<file path="src/rtl/ahb_sram_slave_if.sv">
// Bus bundle for ahb_sram_slave: the AHB-Lite slave port plus the
// start/io_done request handshake toward sram_iface.
interface ahb_sram_slave_if #(
  parameter int ADDR_BITS = 16
);
  logic                 HSEL;
  logic [31:0]          HADDR;
  logic [1:0]           HTRANS;
  logic                 HWRITE;
  logic [2:0]           HSIZE;
  logic [31:0]          HWDATA;
  logic                 HREADY;
  logic                 HREADYOUT;
  logic                 HRESP;
  logic [31:0]          HRDATA;
  logic                 start;
  logic                 writemode;
  logic [ADDR_BITS-1:0] i_address;
  logic [31:0]          i_w_data;
  logic [31:0]          i_r_data;
  logic                 io_done;

  modport slave (
    input  HSEL, HADDR, HTRANS, HWRITE, HSIZE, HWDATA, HREADY,
    output HREADYOUT, HRESP, HRDATA,
    output start, writemode, i_address, i_w_data,
    input  i_r_data, io_done
  );

  modport master (
    output HSEL, HADDR, HTRANS, HWRITE, HSIZE, HWDATA, HREADY,
    input  HREADYOUT, HRESP, HRDATA,
    input  start, writemode, i_address, i_w_data,
    output i_r_data, io_done
  );
endinterface

</file>
<file path="src/rtl/ahb_sram_slave.sv">
// AHB-Lite word slave that turns each legal transfer into one start/io_done
// request to sram_iface and answers illegal transfers with a two-cycle ERROR.
//
// state  | meaning
// IDLE   | no transfer in progress; zero-wait OKAY, samples address phases
// REQ    | first data-phase cycle; start pulse, HWDATA captured for writes
// WAIT   | waiting for io_done; read data captured on the io_done cycle
// DONE   | transfer complete; OKAY with HRDATA valid, samples next phase
// ERR1   | first ERROR cycle (HREADYOUT low)
// ERR2   | second ERROR cycle (HREADYOUT high); address phases ignored
module ahb_sram_slave #(
  parameter int ADDR_BITS = 16
) (
  input logic             clk,
  input logic             n_rst,
  ahb_sram_slave_if.slave bus
);

  typedef enum logic [2:0] {
    S_IDLE,
    S_REQ,
    S_WAIT,
    S_DONE,
    S_ERR1,
    S_ERR2
  } state_t;

  state_t               state_q;
  logic                 hreadyout_q;
  logic                 hresp_q;
  logic [31:0]          hrdata_q;
  logic                 start_q;
  logic                 writemode_q;
  logic [ADDR_BITS-1:0] addr_q;
  logic [31:0]          wdata_q;

  logic addr_valid_d;
  logic addr_legal_d;
  logic unused_htrans0;

  // HTRANS[1] alone separates NONSEQ/SEQ from IDLE/BUSY.
  assign addr_valid_d   = bus.HSEL & bus.HREADY & bus.HTRANS[1];
  assign addr_legal_d   = (bus.HSIZE == 3'b010) && (bus.HADDR[1:0] == 2'b00) &&
                          (bus.HADDR[31:ADDR_BITS+2] == '0);
  assign unused_htrans0 = bus.HTRANS[0];

  always_ff @(posedge clk or negedge n_rst) begin
    if (!n_rst) begin
      state_q     <= S_IDLE;
      hreadyout_q <= 1'b1;
      hresp_q     <= 1'b0;
      hrdata_q    <= '0;
      start_q     <= 1'b0;
      writemode_q <= 1'b0;
      addr_q      <= '0;
      wdata_q     <= '0;
    end else begin
      start_q <= 1'b0;
      case (state_q)
        S_IDLE, S_DONE: begin
          state_q     <= S_IDLE;
          hreadyout_q <= 1'b1;
          hresp_q     <= 1'b0;
          if (addr_valid_d) begin
            hreadyout_q <= 1'b0;
            if (addr_legal_d) begin
              state_q     <= S_REQ;
              start_q     <= 1'b1;
              writemode_q <= bus.HWRITE;
              addr_q      <= bus.HADDR[ADDR_BITS+1:2];
            end else begin
              state_q <= S_ERR1;
              hresp_q <= 1'b1;
            end
          end
        end
        S_REQ: begin
          if (writemode_q) wdata_q <= bus.HWDATA;
          state_q <= S_WAIT;
        end
        S_WAIT: begin
          if (bus.io_done) begin
            if (!writemode_q) hrdata_q <= bus.i_r_data;
            hreadyout_q <= 1'b1;
            state_q     <= S_DONE;
          end
        end
        S_ERR1: begin
          hreadyout_q <= 1'b1;
          state_q     <= S_ERR2;
        end
        S_ERR2: begin
          hresp_q <= 1'b0;
          state_q <= S_IDLE;
        end
        default: begin
          hreadyout_q <= 1'b1;
          hresp_q     <= 1'b0;
          state_q     <= S_IDLE;
        end
      endcase
    end
  end

  assign bus.HREADYOUT = hreadyout_q;
  assign bus.HRESP     = hresp_q;
  assign bus.HRDATA    = hrdata_q;
  assign bus.start     = start_q;
  assign bus.writemode = writemode_q;
  assign bus.i_address = addr_q;
  assign bus.i_w_data  = wdata_q;

endmodule

</file>
<file path="src/flat_wrapper.sv">
// flat-port wrapper written by rule: the top's interface ports become plain ports
module ahb_sram_slave_flat 
#(
  parameter int ADDR_BITS = 16
)
  (clk, n_rst, bus_HSEL, bus_HADDR, bus_HTRANS, bus_HWRITE, bus_HSIZE, bus_HWDATA, bus_HREADY, bus_HREADYOUT, bus_HRESP, bus_HRDATA, bus_start, bus_writemode, bus_i_address, bus_i_w_data, bus_i_r_data, bus_io_done);
  ahb_sram_slave_if #(.ADDR_BITS(ADDR_BITS)) bus_i ();
  input logic clk;
  input logic n_rst;
  input wire logic [$bits(bus_i.HSEL)-1:0] bus_HSEL;
  input wire logic [$bits(bus_i.HADDR)-1:0] bus_HADDR;
  input wire logic [$bits(bus_i.HTRANS)-1:0] bus_HTRANS;
  input wire logic [$bits(bus_i.HWRITE)-1:0] bus_HWRITE;
  input wire logic [$bits(bus_i.HSIZE)-1:0] bus_HSIZE;
  input wire logic [$bits(bus_i.HWDATA)-1:0] bus_HWDATA;
  input wire logic [$bits(bus_i.HREADY)-1:0] bus_HREADY;
  output wire logic [$bits(bus_i.HREADYOUT)-1:0] bus_HREADYOUT;
  output wire logic [$bits(bus_i.HRESP)-1:0] bus_HRESP;
  output wire logic [$bits(bus_i.HRDATA)-1:0] bus_HRDATA;
  output wire logic [$bits(bus_i.start)-1:0] bus_start;
  output wire logic [$bits(bus_i.writemode)-1:0] bus_writemode;
  output wire logic [$bits(bus_i.i_address)-1:0] bus_i_address;
  output wire logic [$bits(bus_i.i_w_data)-1:0] bus_i_w_data;
  input wire logic [$bits(bus_i.i_r_data)-1:0] bus_i_r_data;
  input wire logic [$bits(bus_i.io_done)-1:0] bus_io_done;
  assign bus_i.HSEL = bus_HSEL;
  assign bus_i.HADDR = bus_HADDR;
  assign bus_i.HTRANS = bus_HTRANS;
  assign bus_i.HWRITE = bus_HWRITE;
  assign bus_i.HSIZE = bus_HSIZE;
  assign bus_i.HWDATA = bus_HWDATA;
  assign bus_i.HREADY = bus_HREADY;
  assign bus_HREADYOUT = bus_i.HREADYOUT;
  assign bus_HRESP = bus_i.HRESP;
  assign bus_HRDATA = bus_i.HRDATA;
  assign bus_start = bus_i.start;
  assign bus_writemode = bus_i.writemode;
  assign bus_i_address = bus_i.i_address;
  assign bus_i_w_data = bus_i.i_w_data;
  assign bus_i.i_r_data = bus_i_r_data;
  assign bus_i.io_done = bus_io_done;
  ahb_sram_slave #(.ADDR_BITS(ADDR_BITS)) u_core (.clk(clk), .n_rst(n_rst), .bus(bus_i));
endmodule
</file>
<file path="config.mk">
export PLATFORM = sky130hd
export DESIGN_NAME = ahb_sram_slave_flat
export DESIGN_NICKNAME = d
export VERILOG_FILES = /design/src/rtl/ahb_sram_slave_if.sv /design/src/rtl/ahb_sram_slave.sv /design/src/flat_wrapper.sv
export SDC_FILE = /design/constraint.sdc
export NUM_CORES = 1
export LEC_CHECK = 0
export BUFFER_PORTS_ARGS = -buffer_cell sky130_fd_sc_hd__clkbuf_2
export CAP_MARGIN = 20
export CELL_PAD_IN_SITES_DETAIL_PLACEMENT = 0
export CELL_PAD_IN_SITES_GLOBAL_PLACEMENT = 1
export CORE_MARGIN = 10
export CORE_UTILIZATION = 37
export CTS_CLUSTER_SIZE = 40
export DETAILED_ROUTE_END_ITERATION = 10
export PLACE_DENSITY_LB_ADDON = 0.1
export REMOVE_ABC_BUFFERS = 1
export SYNTH_ARGS = -nofsm -noshare
export SYNTH_HDL_FRONTEND = slang
export SYNTH_SLANG_ARGS = --single-unit
</file>
<file path="constraint.sdc">
create_clock -name clk -period 4.1 [get_ports clk]
set_clock_uncertainty 0.05 [all_clocks]
set_input_delay 0.615 -clock clk [delete_from_list [all_inputs] [get_ports clk]]
set_output_delay 0.615 -clock clk [all_outputs]
set_load 0.01 [all_outputs]
</file>
==> flow_summary.rst <==
.. list-table::
   :header-rows: 1

   * - Metric
     - Value
   * - Status
     - completed
   * - Synthesis-to-layout area growth
     - 37.5%
   * - Chip Height
     - 117 um
   * - Final worst-path cycle share
     - 0.592
   * - Final Net Count
     - 511
   * - Post-cts resize count
     - 0
   * - Multi-input gate area in the final layout
     - 1240 um2
   * - Wire length of the first global-routing pass
     - 13900 um
   * - Worst-margin pin slew
     - 1.02 ns
   * - Filler Cell Count
     - 815
   * - Post-synthesis instance area
     - 3480 um2
   * - Fmax
     - 0.412 GHz
   * - Dpl cell area
     - 4530 um2
   * - Root Buffer
     - sky130_fd_sc_hd__clkbuf_8
   * - Count of TritonRoute iterations in the first routing pass
     - 4
   * - CTS tree
     - done
   * - Post-CTS Setup Inserts
     - 0
   * - Clock transition at the registers of the reported paths
     - 0.08 ns
   * - Startpoint-to-endpoint class of the critical path
     - flip-flop to flip-flop
   * - Total DRC errors in the routed layout
     - 0
   * - CP startpoint kind
     - flip-flop
   * - Count of standard-cell rows
     - 35
   * - Cell count after synthesis
     - 212
   * - Data arrival time of the critical path
     - 2.61 ns
   * - Max-capacitance violation count
     - 0
   * - Reg power frac
     - 0.445
   * - Pin count of the biggest net entering global routing
     - 64
   * - Number of buffers added to fix hold violations after cts
     - 0
   * - Slew Limit Fails
     - 0
   * - Total die area
     - 13700 um2
   * - Starting Density
     - 0.379
   * - Total power divided by cell area
     - 545 nW/um2
   * - CORE AREA
     - 9200 um2
   * - Clock group share of total power
     - 0.293
   * - Cell Int Power
     - 0.00188 W
   * - Type of the tightest min-delay check
     - input port to async pin
   * - Hold Violations, Final
     - 0
   * - Mapped Avg Cell Area
     - 16.4 um2
   * - Vias post-DR
     - 2423
   * - Final HPWL from detailed placement
     - 7150 um
   * - Total track usage
     - 0.132
   * - Clock insertion delay at the later pin of the skew report
     - 0.35 ns
   * - Antenna violations before repair
     - 0
   * - Sw Share
     - 0.283
   * - Num Clock Sinks
     - 87
   * - Switching power of the nets
     - 0.000738 W
   * - Post-synthesis register bit count
     - 87
   * - Crit. End Element
     - flip-flop
   * - Count of cell types in the netlist
     - 34
   * - Maximum fanout count along the critical path
     - 18
   * - Antenna diode count
     - 0
   * - Commonest non-fill, non-tap cell in the layout
     - sky130_fd_sc_hd__clkbuf_2
   * - Horizontal die dimension
     - 117 um
   * - Number of levels the H-tree was split into
     - 3
   * - Antenna Nets Post-Route
     - 0
   * - Drt first-iter violations
     - 90
   * - Ratio of cells with drive above 1 in the final layout
     - 0.733
   * - Vias in the first global route
     - 2620
   * - Vias per std cell
     - 4.66
   * - Endpoints failing setup
     - 0
   * - Critical path required time
     - 4.29 ns
   * - Total wire length
     - 8990 um
   * - Unrepaired setup endpoints after global routing
     - false
   * - Placer's final routability congestion estimate
     - 0.691
   * - Sequential share of the synthesized area
     - 0.625
   * - Total clock buffers created by CTS
     - 9
   * - Time the worst path needs with I/O delays and setup
     - 2.43 ns
   * - Part of the total power dissipated in combinational logic
     - 0.261
   * - Aggregate negative setup slack
     - 0 ns
   * - Largest voltage drop on the vdd net
     - 0.329 mV
   * - Cell count after placement
     - 504
   * - Reg area
     - 2180 um2
   * - Average detailed-routed wire length per instance
     - 17.3 um
   * - Total number of yosys warnings
     - 0
   * - Most frequent cells in the layout
     - sky130_fd_sc_hd__clkbuf_2, sky130_fd_sc_hd__dfrtp_1, sky130_fd_sc_hd__mux2_2
   * - Maximum number of buffers from clock root to sink
     - 2
   * - Headroom to the max-slew limit
     - 0.321
   * - IO Port Bufs
     - 189
   * - # IOs
     - 191
   * - Post-route insts no fill
     - 520
   * - Final cell area excluding filler cells
     - 4790 um2
   * - Reported leakage power
     - 2.60 nW
   * - GRT Residual Overflow
     - 0
area by class of cell:
type,instances,share of cell area
clock buffers,10,0.0266
clock inverters,6,0.0277
inverters,1,0.000783
multi-input cells,113,0.259
flip-flops and latches,87,0.455
well taps,111,0.0290
repair buffers,192,0.203
critical path, cell delays in order (launching register included):
cell,delay (ns)
sky130_fd_sc_hd__dfrtp_1,0.64
sky130_fd_sc_hd__xnor2_4,0.19
sky130_fd_sc_hd__nand4_4,0.16
sky130_fd_sc_hd__nor3_4,0.84
sky130_fd_sc_hd__mux2_2,0.42
layer usage:
layer  share of wire  track usage
met1            0.38        0.150
met2            0.48        0.205
met3            0.12       0.0663
met4           0.014       0.0568
met5               0            0
sequential cells by signal, indices dropped and copies added (netlist names):
| name | count |
|---|---|
| u_core.bus.HRDATA | 32 |
| u_core.bus.HRESP | 1 |
| u_core.bus.i_address | 16 |
| u_core.bus.HREADYOUT | 1 |
| u_core.bus.writemode | 1 |
| u_core.state_q | 3 |
| u_core.bus.start | 1 |
| u_core.bus.i_w_data | 32 |
cells in the mapped netlist:
library cell / count / area share
sky130_fd_sc_hd__a21oi_1: 1 / 0.0014
sky130_fd_sc_hd__a22o_2: 1 / 0.0029
sky130_fd_sc_hd__a2bb2oi_1: 1 / 0.0025
sky130_fd_sc_hd__buf_12: 1 / 0.0057
sky130_fd_sc_hd__buf_2: 7 / 0.010
sky130_fd_sc_hd__buf_4: 1 / 0.0022
sky130_fd_sc_hd__buf_6: 1 / 0.0032
sky130_fd_sc_hd__clkbuf_1: 1 / 0.0011
sky130_fd_sc_hd__dfrtp_1: 86 / 0.62
sky130_fd_sc_hd__dfstp_2: 1 / 0.0075
sky130_fd_sc_hd__inv_1: 1 / 0.0011
sky130_fd_sc_hd__mux2_1: 1 / 0.0032
sky130_fd_sc_hd__mux2_2: 72 / 0.23
sky130_fd_sc_hd__mux2_4: 9 / 0.039
sky130_fd_sc_hd__nand2_1: 4 / 0.0043
sky130_fd_sc_hd__nand2b_1: 1 / 0.0018
sky130_fd_sc_hd__nand3_2: 1 / 0.0029
sky130_fd_sc_hd__nand4_4: 1 / 0.0061
sky130_fd_sc_hd__nand4b_1: 1 / 0.0025
sky130_fd_sc_hd__nor2_1: 4 / 0.0043
sky130_fd_sc_hd__nor2b_2: 1 / 0.0025
sky130_fd_sc_hd__nor3_1: 2 / 0.0029
sky130_fd_sc_hd__nor3_4: 1 / 0.0047
sky130_fd_sc_hd__nor4_1: 1 / 0.0018
sky130_fd_sc_hd__nor4_2: 2 / 0.0072
sky130_fd_sc_hd__nor4b_2: 1 / 0.0043
sky130_fd_sc_hd__nor4bb_1: 1 / 0.0029
sky130_fd_sc_hd__o211a_1: 1 / 0.0029
sky130_fd_sc_hd__o21a_1: 1 / 0.0022
sky130_fd_sc_hd__o21ai_0: 1 / 0.0014
sky130_fd_sc_hd__o21ba_2: 1 / 0.0029
sky130_fd_sc_hd__o31ai_1: 1 / 0.0022
sky130_fd_sc_hd__xnor2_1: 1 / 0.0025
sky130_fd_sc_hd__xnor2_4: 1 / 0.0079
power by group through the flow:
stage                     Clock [W]  Sequential, W  Combinational [W]
final                      0.000767        0.00116           0.000683
after CTS                  0.000794        0.00117           0.000706
after global placement            0        0.00117           0.000698
after detailed placement          0        0.00118           0.000704
after global routing       0.000830        0.00119           0.000759
after floorplan                   0        0.00124           0.000309
kinds of logic (layout without fill, tap and decap cells):
family / after synthesis / in the layout / synth area share
muxes: 82 / 82 / 0.275
DFF: 87 / 87 / 0.625
AOI/OAI and AO/OA: 8 / 8 / 0.0183
buffers and inverters: 12 / 209 / 0.0233
xor gates and xnor gates: 2 / 2 / 0.0104
and+or+nand+nor: 21 / 21 / 0.0481
stage by stage:
step / worst slack, ns / total power (W) / util / hold slack (ns)
after floorplan: -0.234 / 0.00155 / - / 0.269
after global placement: 1.44 / 0.00187 / 0.493 / 0.416
final: 1.67 / 0.00261 / 0.521 / 0.286
after detailed placement: 1.43 / 0.00188 / 0.493 / 0.435
after CTS: 1.64 / 0.00267 / 0.521 / 0.310
after global routing: 1.52 / 0.00278 / 0.521 / 0.353
final timing paths:
check / startpoint / to / slack, ns / depth (start not counted)
max in group asynchronous: n_rst / u_core.bus.i_address[10] / 2.87 / 2
min in group clk: bus_HWDATA[18] / u_core.bus.i_w_data[18] / 0.43 / 2
worst max register to register: u_core.state_q[1] / u_core.bus.i_address[15] / 1.67 / 4
worst min-delay path: n_rst / u_core.bus.i_w_data[24] / 0.29 / 1
worst max-delay path: u_core.state_q[1] / u_core.bus.i_address[15] / 1.67 / 4
worst min register to register: u_core.bus.i_w_data[7] / u_core.bus.i_w_data[7] / 0.45 / 1
(Power assumes the default switching activity.)
